File: src/rtl/vdma_axi4_to_axi4s_core.sv
// Video DMA read core: fetches a frame over AXI4 in per-line bursts and
// forwards the returned beats as an AXI4-Stream with tuser/tlast framing.
module vdma_axi4_to_axi4s_core #(
    parameter int AXI4_ID_WIDTH    = 6,
    parameter int AXI4_ADDR_WIDTH  = 32,
    parameter int AXI4_DATA_SIZE   = 2,
    parameter int AXI4_LEN_WIDTH   = 8,
    parameter int AXI4_QOS_WIDTH   = 4,
    parameter int AXI4S_USER_WIDTH = 1,
    parameter int AXI4S_DATA_WIDTH = 24,
    parameter int STRIDE_WIDTH     = 12,
    parameter int INDEX_WIDTH      = 8,
    parameter int H_WIDTH          = 12,
    parameter int V_WIDTH          = 12,
    localparam int DW              = 8 << AXI4_DATA_SIZE
) (
    input  logic                        aclk,
    input  logic                        reset,
    input  logic                        ctl_enable,
    input  logic                        ctl_update,
    output logic                        ctl_busy,
    output logic [INDEX_WIDTH-1:0]      ctl_index,
    input  logic [AXI4_ADDR_WIDTH-1:0]  param_addr,
    input  logic [STRIDE_WIDTH-1:0]     param_stride,
    input  logic [H_WIDTH-1:0]          param_width,
    input  logic [V_WIDTH-1:0]          param_height,
    input  logic [AXI4_LEN_WIDTH-1:0]   param_arlen,
    output logic [AXI4_ADDR_WIDTH-1:0]  monitor_addr,
    output logic [STRIDE_WIDTH-1:0]     monitor_stride,
    output logic [H_WIDTH-1:0]          monitor_width,
    output logic [V_WIDTH-1:0]          monitor_height,
    output logic [AXI4_LEN_WIDTH-1:0]   monitor_arlen,
    output logic [AXI4_ID_WIDTH-1:0]    m_axi4_arid,
    output logic [AXI4_ADDR_WIDTH-1:0]  m_axi4_araddr,
    output logic [1:0]                  m_axi4_arburst,
    output logic [3:0]                  m_axi4_arcache,
    output logic [AXI4_LEN_WIDTH-1:0]   m_axi4_arlen,
    output logic [0:0]                  m_axi4_arlock,
    output logic [2:0]                  m_axi4_arprot,
    output logic [AXI4_QOS_WIDTH-1:0]   m_axi4_arqos,
    output logic [3:0]                  m_axi4_arregion,
    output logic [2:0]                  m_axi4_arsize,
    output logic                        m_axi4_arvalid,
    input  logic                        m_axi4_arready,
    input  logic [AXI4_ID_WIDTH-1:0]    m_axi4_rid,
    input  logic [1:0]                  m_axi4_rresp,
    input  logic [DW-1:0]               m_axi4_rdata,
    input  logic                        m_axi4_rlast,
    input  logic                        m_axi4_rvalid,
    output logic                        m_axi4_rready,
    output logic [AXI4S_USER_WIDTH-1:0] m_axi4s_tuser,
    output logic                        m_axi4s_tlast,
    output logic [AXI4S_DATA_WIDTH-1:0] m_axi4s_tdata,
    output logic                        m_axi4s_tvalid,
    input  logic                        m_axi4s_tready
);

    typedef enum logic {
        ST_IDLE,
        ST_RUN
    } state_t;

    state_t state_q, state_d;

    logic                       first_q;
    logic                       ar_done, px_done;
    logic [H_WIDTH-1:0]         ar_x, px_x;
    logic [V_WIDTH-1:0]         ar_y, px_y;
    logic [AXI4_ADDR_WIDTH-1:0] line_addr;

    logic running, start, finish, load, xfer;
    logic [AXI4_ADDR_WIDTH-1:0] sel_addr;
    logic [STRIDE_WIDTH-1:0]    sel_stride;
    logic [H_WIDTH-1:0]         sel_width;
    logic [V_WIDTH-1:0]         sel_height;
    logic [AXI4_LEN_WIDTH-1:0]  sel_arlen;
    logic [31:0]                remain, burst, take;
    logic                       line_end;
    logic                       unused_ok;

    assign m_axi4_arid     = '0;
    assign m_axi4_arburst  = 2'b01;
    assign m_axi4_arcache  = 4'b0011;
    assign m_axi4_arlock   = 1'b0;
    assign m_axi4_arprot   = 3'b000;
    assign m_axi4_arqos    = '0;
    assign m_axi4_arregion = 4'b0000;
    assign m_axi4_arsize   = 3'(AXI4_DATA_SIZE);

    // R is a pure passthrough; response id/resp/last carry no framing here
    assign m_axi4s_tdata  = m_axi4_rdata[AXI4S_DATA_WIDTH-1:0];
    assign m_axi4s_tvalid = m_axi4_rvalid;
    assign m_axi4_rready  = m_axi4s_tready;
    assign unused_ok = ^{m_axi4_rid, m_axi4_rresp, m_axi4_rlast,
                         m_axi4_rdata[DW-1:AXI4S_DATA_WIDTH]};

    assign running  = (state_q == ST_RUN);
    assign ctl_busy = running;
    assign start    = (state_q == ST_IDLE) && ctl_enable;
    assign finish   = running && ar_done && px_done;
    assign load     = ctl_update || first_q;
    assign xfer     = running && !px_done && m_axi4_rvalid && m_axi4s_tready;

    assign sel_addr   = load ? param_addr   : monitor_addr;
    assign sel_stride = load ? param_stride : monitor_stride;
    assign sel_width  = load ? param_width  : monitor_width;
    assign sel_height = load ? param_height : monitor_height;
    assign sel_arlen  = load ? param_arlen  : monitor_arlen;

    assign m_axi4s_tuser = AXI4S_USER_WIDTH'(running && !px_done &&
                                             px_x == '0 && px_y == '0);
    assign m_axi4s_tlast = running && !px_done &&
                           (px_x == monitor_width - H_WIDTH'(1));

    // Burst sizing: a full (arlen+1) burst, or the tail of the line
    assign remain   = 32'(monitor_width) - 32'(ar_x);
    assign burst    = 32'(monitor_arlen) + 32'd1;
    assign take     = (remain < burst) ? remain : burst;
    assign line_end = (remain <= burst);

    always_ff @(posedge aclk) begin
        if (reset) state_q <= ST_IDLE;
        else       state_q <= state_d;
    end

    always_comb begin
        state_d = state_q;
        case (state_q)
            ST_IDLE: if (ctl_enable) state_d = ST_RUN;
            ST_RUN:  if (finish)     state_d = ST_IDLE;
            default: state_d = ST_IDLE;
        endcase
    end

    always_ff @(posedge aclk) begin
        if (reset) begin
            first_q        <= 1'b1;
            ctl_index      <= '0;
            monitor_addr   <= '0;
            monitor_stride <= '0;
            monitor_width  <= '0;
            monitor_height <= '0;
            monitor_arlen  <= '0;
            m_axi4_arvalid <= 1'b0;
            m_axi4_araddr  <= '0;
            m_axi4_arlen   <= '0;
            ar_x           <= '0;
            ar_y           <= '0;
            line_addr      <= '0;
            ar_done        <= 1'b0;
            px_x           <= '0;
            px_y           <= '0;
            px_done        <= 1'b0;
        end else if (start) begin
            first_q        <= 1'b0;
            ctl_index      <= ctl_index + INDEX_WIDTH'(1);
            monitor_addr   <= sel_addr;
            monitor_stride <= sel_stride;
            monitor_width  <= sel_width;
            monitor_height <= sel_height;
            monitor_arlen  <= sel_arlen;
            m_axi4_arvalid <= 1'b0;
            ar_x           <= '0;
            ar_y           <= '0;
            line_addr      <= sel_addr;
            px_x           <= '0;
            px_y           <= '0;
            // An empty frame is done before it issues anything
            ar_done        <= (sel_width == '0) || (sel_height == '0);
            px_done        <= (sel_width == '0) || (sel_height == '0);
        end else if (running) begin
            if (m_axi4_arvalid) begin
                if (m_axi4_arready) begin
                    m_axi4_arvalid <= 1'b0;
                    if (line_end) begin
                        ar_x      <= '0;
                        line_addr <= line_addr +
                                     AXI4_ADDR_WIDTH'(monitor_stride);
                        if (ar_y == monitor_height - V_WIDTH'(1))
                            ar_done <= 1'b1;
                        else
                            ar_y <= ar_y + V_WIDTH'(1);
                    end else begin
                        ar_x <= ar_x + H_WIDTH'(take);
                    end
                end
            end else if (!ar_done) begin
                m_axi4_arvalid <= 1'b1;
                m_axi4_araddr  <= line_addr +
                    (AXI4_ADDR_WIDTH'(ar_x) << AXI4_DATA_SIZE);
                m_axi4_arlen   <= AXI4_LEN_WIDTH'(take - 32'd1);
            end
            if (xfer) begin
                if (px_x == monitor_width - H_WIDTH'(1)) begin
                    px_x <= '0;
                    if (px_y == monitor_height - V_WIDTH'(1))
                        px_done <= 1'b1;
                    else
                        px_y <= px_y + V_WIDTH'(1);
                end else begin
                    px_x <= px_x + H_WIDTH'(1);
                end
            end
        end
    end

endmodule

File: config.mk
export PLATFORM = sky130hd
export DESIGN_NAME = vdma_axi4_to_axi4s_core
export DESIGN_NICKNAME = d
export VERILOG_FILES = /design/src/rtl/vdma_axi4_to_axi4s_core.sv
export SDC_FILE = /design/constraint.sdc
export NUM_CORES = 1
export LEC_CHECK = 0
export ABC_AREA = 1
export ABC_CLOCK_PERIOD_IN_PS = 9400
export CORE_MARGIN = 2
export CORE_UTILIZATION = 56
export DETAILED_ROUTE_END_ITERATION = 12
export PLACE_DENSITY = 0.86
export REMOVE_ABC_BUFFERS = 1
export SLEW_MARGIN = 20
export SYNTH_ARGS = -nofsm -noshare
export SYNTH_HDL_FRONTEND = slang
export SYNTH_SLANG_ARGS = --single-unit
File: constraint.sdc
create_clock -name aclk -period 9.4 [get_ports aclk]
set_input_delay 2.82 -clock aclk [delete_from_list [all_inputs] [get_ports aclk]]
set_output_delay 2.82 -clock aclk [all_outputs]
set_load 0.01 [all_outputs]
==> metrics.csv, run 1 <==
stage,metric,value,unit
run_status,status,completed,
timing,finalCriticalPeriod,6.657,ns
cts,hold_buffers,0,
floorplan,fp-row-count,57,
logic_synthesis,syn_area,0.01369,mm2
power,p_sw,0.9307,mW
setup_path,path_buf_inv,2,
power,p_total,2.783,mW
global_routing,grt-ovfl-total,0,
timing,rsz0062_at_grt,no,
route,ant_nets,0,
logic_synthesis,syn_inst,2006,
logic_synthesis,synthTopCellsByCount,"nand2_1 (331), inv_1 (269), dfxtp_1 (209)",
finish,drive_above_1_share,0.04330,
setup_path,cp_common_cell,clkdlybuf4s50_1,
logic_synthesis,syn_area_per_cell,6.822,um2
global_routing,grt_max_degree,72,
setup_path,worstPathMaxFanout,2,
timing,slew_headroom,0.3916,
timing,max_freq,0.1502,GHz
logic_synthesis,ys.flop_type,dfxtp_1,
finish,antenna_cells,0,
finish,nets,2352,
cts,clk_latency,0.53,ns
place,globalplace.congestion,0.9655,
route,drt_iter0_markers,1108,
timing,finClkSkew,0.02264,ns
logic_synthesis,ys_seq_area_frac,0.3057,
timing,slew_violations,0,
route,drc,0,
global_routing,grt_pass1_vias,13130,
setup_path,worstSetupPathType,primary input to output port,
power,seq_power_share,0.366,
power,pwr-share-comb,0.293,
setup_path,path_cells,"clkdlybuf4s50_1, clkdlybuf4s50_1",
cts,cts_setup_buffers,0,
setup_path,slowest_delay,0.54,ns
timing,finalCritPeriodShare,0.7082,
power,pwr-share-clk,0.340,
power,ir_drop,0.1050,mV
power,p_int,1.853,mW
timing,hold_violations,0,
floorplan,die_y,160.3,um
logic_synthesis,synthArstFlopShare,0,
logic_synthesis,synth_top_area_share,0.3057,
cts,cts.clk_slew.worst_paths,0.06,ns
power,power_density,168.6,mW/mm2
worst_hold_path,hold_class,flip-flop to flip-flop,
cts,max-clock-path-buffers,3,
timing,setup_tns,0,ns
setup_path,critPathTopFamily,buffers and inverters,
logic_synthesis,synth_area_leader_cell,dfxtp_1,
cts,cts_tree,yes,
place,port_buffers,212,
route,wirelength,41280,um
floorplan,pin_count,305,
cts,cts_root_buf,clkbuf_16,
timing,tightest_slew,0.9092,ns
floorplan,die_area,0.02571,mm2
timing,setup_viol,0,
logic_synthesis,synth-seq-cells,209,
floorplan,coreArea,0.02418,mm2
global_routing,grt_pass1_wl,65870,um
cts,post_cts_resize_count,0,
route,vias,13990,
place,placed_area,0.01569,mm2
setup_path,endpoint_kind,output port,
floorplan,start_util,0.5661,
floorplan,fp.dieW,160.3,um
cts,cts_sinks,209,
setup_path,critPathLaunchType,primary input,
route,first_pass_iters,7,
logic_synthesis,ys_warn_count,0,
setup_path,required,6.58,ns
setup_path,slowest_stage,clkdlybuf4s50_1,
job,max_cap_violations,0,
logic_synthesis,yosysMostFrequentCell,nand2_1,
power,p_sw_frac,0.3344,
cts,h-tree-depth,1,
logic_synthesis,yosys.cell_types.count,57,
place,dp_hpwl,30370,um
route,viasPerCell,5.608,
finish,final_util,0.6828,
power,leakagePower,7.046,nW
route,wl_per_cell,16.55,um
setup_path,worstPathArrival,3.84,ns
finish,area_growth,20.62,%
global_routing,antenna_found_initial,0,
logic_synthesis,synthTopCellsByArea,"dfxtp_1 (31%), nand2_1 (9.1%), inv_1 (7.4%)",
logic_synthesis,synth_edf_count,0,
cts,numCtsBuffers,24,
finish,final_cell_area,0.01651,mm2
global_routing,grt_usage,0.3107,
finish,fillCellCount,2079,
==> layout by cell type (no fill, tap or decap), drive strengths merged, types with 45 or more instances in the layout <==
| master | count |
|---|---|
| a21oi | 146 |
| dfxtp | 209 |
| clkdlybuf4s50 | 211 |
| nor2 | 211 |
| nand2 | 339 |
| o21ai | 168 |
| nand3 | 114 |
| xor2 | 76 |
| nor3 | 45 |
| ha | 66 |
| inv | 273 |
==> stage by stage <==
stage,instances,worst slack (ns),hold slack (ns)
after global routing,2495,2.722,0.4999
final,2495,2.743,0.4628
after floorplan,1911,1.908,0.4195
after CTS,2494,2.745,0.4674
after global placement,2455,2.754,0.4359
after detailed placement,2455,2.745,0.4580
==> cells by family after synthesis <==
logic type / count (synthesis) / share of synthesized area
flops: 209 / 0.3057
compound gates: 449 / 0.1864
xor+xnor: 101 / 0.06464
buf+inv: 398 / 0.1269
fa+ha+maj: 70 / 0.06619
other cells: 2 / 0.0005488
simple gates: 777 / 0.2496
==> tightest hold or removal path: stages (launching register included) <==
cell     delay (ns)
dfxtp_1        0.31
inv_1          0.05
a21oi_1        0.06
==> final timing paths <==
kind                                       end  slack [ns]              from  cells after the start
worst max register to register        ar_x[10]        4.09  monitor_width[0]                     30
worst max-delay path            m_axi4s_tvalid        2.74     m_axi4_rvalid                      2
worst min register to register         px_done        0.46           px_done                      2
worst min-delay path                   px_done        0.46           px_done                      2
==> final cells by class <==
class                           count  area [um2]  share of cell area
Inverter                          276        1036             0.06276
Timing Repair Buffer              221        2205              0.1336
Sequential cell                   209        4184              0.2535
Tap cell                          324       405.4             0.02456
Clock buffer                       33       694.4             0.04207
Clock inverter                      6       93.84            0.005685
Multi-Input combinational cell   1426        7889              0.4779
==> power groups by stage <==
stage	clock network [mW]	logic, mW	registers [mW]
2_1_floorplan	0	0.491	1.04
3_3_place_gp	0	0.779	1.03
3_5_place_dp	0	0.801	1.04
4_1_cts	0.960	0.808	1.02
5_1_grt	1.00	0.905	1.03
6_report	0.947	0.817	1.02
==> layer usage <==
layer,up-vias,track usage,share of wire
met2,586,0.5211,0.46
li1,6864,-,-
met3,94,0.06018,0.077
met4,0,0.1224,0.034
met1,6447,0.3948,0.43
met5,-,0.01136,0
==> registers in the layout, summed over array words and instances (netlist names) <==
name / flops
ar_x: 12
ar_done: 1
first_q: 1
monitor_width: 12
monitor_height: 12
px_x: 12
ar_y: 12
monitor_stride: 12
px_y: 12
m_axi4_arvalid: 1
m_axi4_araddr: 32
m_axi4_arlen: 8
monitor_addr: 32
ctl_busy: 1
line_addr: 32
monitor_arlen: 8
ctl_index: 8
px_done: 1
Note: power is estimated with default switching activity, not from simulation.
==> run 2, diff against run 1 <==
--- a/config.mk
+++ b/config.mk
@@ -6,11 +6,11 @@
 export NUM_CORES = 1
 export LEC_CHECK = 0
 export ABC_AREA = 1
-export ABC_CLOCK_PERIOD_IN_PS = 9400
+export ABC_CLOCK_PERIOD_IN_PS = 6350
 export CORE_MARGIN = 2
-export CORE_UTILIZATION = 56
+export CORE_UTILIZATION = 52
 export DETAILED_ROUTE_END_ITERATION = 12
-export PLACE_DENSITY = 0.86
+export PLACE_DENSITY = 0.81
 export REMOVE_ABC_BUFFERS = 1
 export SLEW_MARGIN = 20
 export SYNTH_ARGS = -nofsm -noshare
==> constraint.sdc (replaced) <==
create_clock -name aclk -period 6.35 [get_ports aclk]
set_input_delay 1.905 -clock aclk [delete_from_list [all_inputs] [get_ports aclk]]
set_output_delay 1.905 -clock aclk [all_outputs]
set_load 0.01 [all_outputs]
==> metrics.csv, run 2 (synthesis gave the netlist of run 1 again) <==
stage,metric,value,unit,change
floorplan,start_util,0.5267,,-0.03939
global_routing,grt-ovfl-total,0,,unchanged
floorplan,coreArea,0.02598,mm2,+7.5%
global_routing,grt_pass1_vias,13210,,+0.62%
cts,post_cts_resize_count,0,,unchanged
timing,rsz0062_at_grt,no,,
worst_hold_path,hold_class,flip-flop to flip-flop,,
place,dp_hpwl,30390,um,about the same
power,seq_power_share,0.359,,-0.007
floorplan,die_y,166.2,um,+3.7%
route,ant_nets,0,,unchanged
finish,drive_above_1_share,0.04733,,+0.004037
setup_path,endpoint_kind,flip-flop,,
power,leakagePower,7.081,nW,+0.49%
setup_path,worstSetupPathType,flip-flop to flip-flop,,
power,pwr-share-clk,0.353,,+0.013
finish,fillCellCount,2319,,+12%
floorplan,fp.dieW,166.2,um,+3.7%
global_routing,antenna_found_initial,0,,unchanged
finish,area_growth,21.05,%,
finish,mostFrequentLayoutCells,"nand2_1 (331), inv_1 (267), clkdlybuf4s50_1 (211)",,
place,port_buffers,212,,unchanged
timing,max_freq,0.1912,GHz,
global_routing,grt_pass1_wl,66380,um,+0.78%
run_status,status,completed,,
floorplan,fp-row-count,59,,+3.5%
route,drt_iter0_markers,1140,,+2.9%
power,power_density,253.3,mW/mm2,+50%
global_routing,grt_usage,0.2877,,-0.02301
floorplan,pin_count,305,,unchanged
finish,nets,2352,,unchanged
finish,final_util,0.6375,,-0.04524
cts,max-clock-path-buffers,3,,unchanged
place,dp_slack,1.175,ns,-1.570 ns
timing,tightest_slew,1.079,ns,+0.1702 ns
job,max_cap_violations,0,,unchanged
route,wirelength,40960,um,-0.78%
place,globalplace.congestion,0.9752,,+1.0%
setup_path,slowest_stage,fa_1,,
cts,cts_sinks,209,,unchanged
setup_path,slowest_delay,0.44,ns,-0.10 ns
route,first_pass_iters,6,,-1
power,pwr-share-comb,0.288,,-0.005
timing,slew_violations,0,,unchanged
cts,cts_tree,yes,,
route,wl_per_cell,16.31,um,-1.4%
finish,largestRegisters,"line_addr x32, m_axi4_araddr x32, monitor_addr x32",,
timing,setup_viol,0,,unchanged
finish,antenna_cells,0,,unchanged
setup_path,required,6.83,ns,+0.25 ns
timing,finClkSkew,0.01713,ns,-0.005508 ns
cts,hold_buffers,0,,unchanged
cts,cts_root_buf,clkbuf_16,,
finish,final_common_cell,nand2_1,,
cts,h-tree-depth,1,,unchanged
cts,clk_latency,0.53,ns,about the same
setup_path,cp_common_cell,inv_1,,
timing,finalCriticalPeriod,5.230,ns,
route,drc,0,,unchanged
cts,numCtsBuffers,24,,unchanged
floorplan,die_area,0.02763,mm2,+7.5%
power,ir_drop,0.2218,mV,+110%
power,p_sw_frac,0.3336,,-0.0008099
route,vias,13870,,-0.84%
timing,slew_headroom,0.2804,,-0.1112
route,viasPerCell,5.525,,-1.5%
power,p_sw,1.400,mW,+50%
timing,worst_slack,1.120,ns,-1.623 ns
setup_path,worstPathArrival,5.71,ns,+1.87 ns
power,p_int,2.797,mW,+51%
global_routing,grt_max_degree,52,,-28%
cts,cts.clk_slew.worst_paths,0.06,ns,about the same
timing,hold_violations,0,,unchanged
timing,finalCritPeriodShare,0.8237,,
setup_path,worstPathMaxFanout,9,,+7
setup_path,critPathLaunchType,flip-flop,,
cts,cts_setup_buffers,0,,unchanged
[run 2: changes by cell type in the layout (fill, tap and decap cells not counted), sizes merged]
cell / delta
clkbuf: -6
clkinv: +7
bufinv: +2
inv: +2
[run 2: power groups by stage]
| stage | clock network, mW | registers (mW) | logic (mW) |
|---|---|---|---|
| floorplan | 0 | 1.54 | 0.727 |
| global placement | 0 | 1.53 | 1.16 |
| detailed placement | 0 | 1.53 | 1.19 |
| CTS | 1.50 | 1.51 | 1.20 |
| global route | 1.56 | 1.52 | 1.34 |
| finish | 1.48 | 1.51 | 1.21 |
[run 2: layout make-up]
cell class,instances,area [um2],area share
Multi-Input combinational cell,1426,7889,0.4762
Sequential cell,209,4184,0.2526
Timing Repair Buffer,221,2185,0.1319
Inverter,276,1037,0.06261
Clock buffer,27,641.9,0.03875
Tap cell,335,419.2,0.02530
Clock inverter,17,210.2,0.01269
[run 2: routing by layer]
metal	global-route usage	up-vias	wire (um)	share of wire
met5	0.008696	-	0	0
met2	0.4864	479	18770	0.46
li1	-	6862	-	-
met1	0.3725	6456	18000	0.44
met4	0.08471	0	1162	0.028
met3	0.05672	76	3026	0.074
[run 2: final timing paths]
check	startpoint	end	slack, ns	cells past startpoint
max	monitor_width[0]	ar_x[10]	1.12	30
min	px_done	px_done	0.45	2
max reg2reg	monitor_width[0]	ar_x[10]	1.12	30
min reg2reg	px_done	px_done	0.45	2
[run 2: critical path, delay by kind of cell, from the launching register on]
family | cells | cell delay (ns)
compound gates | 7 | 1.32
xor+xnor | 1 | 0.27
fa+ha+maj | 5 | 1.55
buf+inv | 6 | 0.52
flops | 1 | 0.32
simple gates | 11 | 1.17
[run 2: metrics by stage]
stage | instance area (um2) | hold WS, ns | power [mW] | setup TNS, ns | cells
final | 16570 | 0.4517 | 4.196 | 0 | 2511
after global routing | 16570 | 0.4740 | 4.420 | 0 | 2511
after floorplan | 13090 | 0.4195 | 2.269 | -3.482 | 1911
after detailed placement | 15710 | 0.4438 | 2.721 | 0 | 2467
after global placement | 15710 | 0.4357 | 2.692 | 0 | 2467
after CTS | 16570 | 0.4532 | 4.205 | 0 | 2511
==> run 3, diff against run 2 <==
--- a/config.mk
+++ b/config.mk
@@ -6,7 +6,7 @@
 export NUM_CORES = 1
 export LEC_CHECK = 0
 export ABC_AREA = 1
-export ABC_CLOCK_PERIOD_IN_PS = 6350
+export ABC_CLOCK_PERIOD_IN_PS = 5100
 export CORE_MARGIN = 2
 export CORE_UTILIZATION = 52
 export DETAILED_ROUTE_END_ITERATION = 12
==> constraint.sdc (replaced) <==
create_clock -name aclk -period 5.1 [get_ports aclk]
set_input_delay 1.53 -clock aclk [delete_from_list [all_inputs] [get_ports aclk]]
set_output_delay 1.53 -clock aclk [all_outputs]
set_load 0.01 [all_outputs]
==> metrics.csv, run 3 (synthesis gave the netlist of run 1 again) <==
stage,metric,value,unit,change
route,first_pass_iters,5,,-1
setup_path,worstPathArrival,3.12,ns,-2.59 ns
timing,finClkSkew,0.01186,ns,-0.005269 ns
floorplan,die_y,166.2,um,unchanged
setup_path,worstPathMaxFanout,5,,-4
floorplan,pin_count,305,,unchanged
finish,fillCellCount,2368,,+2.1%
place,port_buffers,212,,unchanged
power,p_total,5.165,mW,+23%
setup_path,worst-path-stages,10,,-67%
job,max_cap_violations,0,,unchanged
setup_path,critPathLaunchType,flip-flop,,
finish,final_util,0.6420,,+0.004526
finish,antenna_cells,0,,unchanged
cts,max-clock-path-buffers,3,,unchanged
setup_path,slowest_stage,clkdlybuf4s50_1,,
place,dp_slack,0.2001,ns,-0.9751 ns
power,ir_drop,0.2810,mV,+27%
finish,largestRegisters,"line_addr x32, m_axi4_araddr x32, monitor_addr x32",,
timing,finalCritPeriodShare,0.9109,,
place,dp_hpwl,31410,um,+3.4%
floorplan,fp.dieW,166.2,um,unchanged
cts,clk_latency,0.53,ns,about the same
finish,drive_above_1_share,0.05568,,+0.008348
route,drt_iter0_markers,1138,,-0.18%
timing,max_freq,0.2153,GHz,
floorplan,die_area,0.02763,mm2,unchanged
route,drc,0,,unchanged
run_status,status,completed,,
timing,hold_ws,0.4470,ns,-0.004649 ns
timing,hold_violations,0,,unchanged
finish,final_common_cell,nand2_1,,
timing,setup_viol,0,,unchanged
global_routing,grt_pass1_vias,13030,,-1.4%
route,wl_per_cell,16.45,um,+0.84%
finish,ff_latch_area,0.004184,mm2,unchanged
power,power_density,309.6,mW/mm2,+22%
global_routing,grt_usage,0.2895,,+0.001790
route,viasPerCell,5.487,,-0.69%
power,leakagePower,7.112,nW,+0.44%
setup_path,path_cells,"inv_1, ha_1, xnor2_1, xor2_1, nand3_1, a221oi_1, nand3_1, nor3_1, and3_1, clkdlybuf4s50_1",,
global_routing,grt_pass1_wl,66690,um,+0.47%
setup_path,worstSetupPathType,flip-flop to output port,,
timing,setup_tns,0,ns,unchanged
setup_path,critPathTopFamily,buffers and inverters,,
floorplan,fp-row-count,59,,unchanged
floorplan,start_util,0.5267,,unchanged
floorplan,coreArea,0.02598,mm2,unchanged
cts,cts_sinks,209,,unchanged
finish,area_growth,21.91,%,
place,globalplace.congestion,0.9572,,-1.8%
setup_path,cp_common_cell,nand3_1,,
cts,cts_tree,yes,,
setup_path,path_buf_inv,2,,-4
cts,h-tree-depth,1,,unchanged
timing,tightest_slew,0.8656,ns,-0.2138 ns
route,wirelength,41550,um,+1.4%
finish,nets,2367,,+0.64%
setup_path,required,3.57,ns,-3.26 ns
cts,cts_root_buf,clkbuf_16,,
setup_path,ff2ff_path_depth,30,,unchanged
setup_path,slowest_delay,0.54,ns,+0.10 ns
global_routing,grt-ovfl-total,0,,unchanged
global_routing,grt_max_degree,69,,+33%
worst_hold_path,whs_path_depth,2,,unchanged
worst_hold_path,hold_class,flip-flop to flip-flop,,
route,ant_nets,0,,unchanged
global_routing,antenna_found_initial,0,,unchanged
finish,multi_input_area,0.007935,mm2,+0.59%
setup_path,endpoint_kind,output port,,
timing,slew_headroom,0.4208,,+0.1404
cts,numCtsBuffers,25,,+4.2%
timing,worst_slack,0.4545,ns,-0.6653 ns
cts,cts.clk_slew.worst_paths,0.06,ns,about the same
finish,mostFrequentLayoutCells,"nand2_1 (330), inv_1 (265), clkdlybuf4s50_1 (211)",,
route,vias,13860,,-0.094%
timing,finalCriticalPeriod,4.645,ns,
timing,slew_violations,0,,unchanged
timing,rsz0062_at_grt,no,,
run 3: cell count changes in the layout (fill, tap and decap cells not counted), sizes merged:
cell      change
buf          +14
clkbuf        +8
clkinv        -8
clkinvlp      +5
bufinv        -3
inv           -1
run 3: worst reg2reg max path, delay by kind of cell, from the launching register on:
kind	cells	cell delay, ns
adders and majority gates	5	1.47
and+or+nand+nor	12	1.13
DFF	1	0.33
buffers and inverters	5	0.39
AOI/OAI and AO/OA	7	1.07
xor gates and xnor gates	1	0.21
run 3: what timing repair did:
item | 4_1_cts | 5_1_grt
gates resized for setup | 0 | 12
hold buffers | 0 | 0
setup endpoints to repair | 0 | 6
setup buffers | 0 | 2
run 3: layout make-up:
| class | instances | share of cell area |
|---|---|---|
| well taps | 335 | 0.02512 |
| inverters | 276 | 0.06210 |
| clock buffers | 35 | 0.04275 |
| repair buffers | 235 | 0.1380 |
| clock inverters | 10 | 0.005625 |
| multi-input cells | 1426 | 0.4756 |
| flip-flops and latches | 209 | 0.2508 |
run 3: final timing paths:
| check | startpoint | end | slack, ns |
|---|---|---|---|
| setup / recovery | monitor_width[1] | m_axi4s_tlast | 0.45 |
| hold / removal | px_done | px_done | 0.45 |
| setup reg to reg | monitor_width[0] | ar_x[10] | 0.46 |
| hold reg to reg | px_done | px_done | 0.45 |
run 3: metal layers:
layer | share of wire | wire [um] | GRT usage
met2 | 0.46 | 19120 | 0.4853
met1 | 0.44 | 18100 | 0.3808
met4 | 0.028 | 1168 | 0.08171
met5 | 0 | 0 | 0.008696
met3 | 0.076 | 3156 | 0.05505
run 3: power by group:
part | leakage, nW | total [mW] | internal (mW) | switching (mW)
Sequential | 1.71 | 1.88 | 1.76 | 0.120
Clock | 0.377 | 1.75 | 1.03 | 0.727
Combinational | 5.02 | 1.53 | 0.631 | 0.904
Total | 7.11 | 5.17 | 3.42 | 1.75
run 3: stage by stage:
step / area, um2 / instances
after global routing: 16680 / 2526
after CTS: 16620 / 2524
after detailed placement: 15820 / 2479
after global placement: 15820 / 2479
final: 16680 / 2526
after floorplan: 13090 / 1911
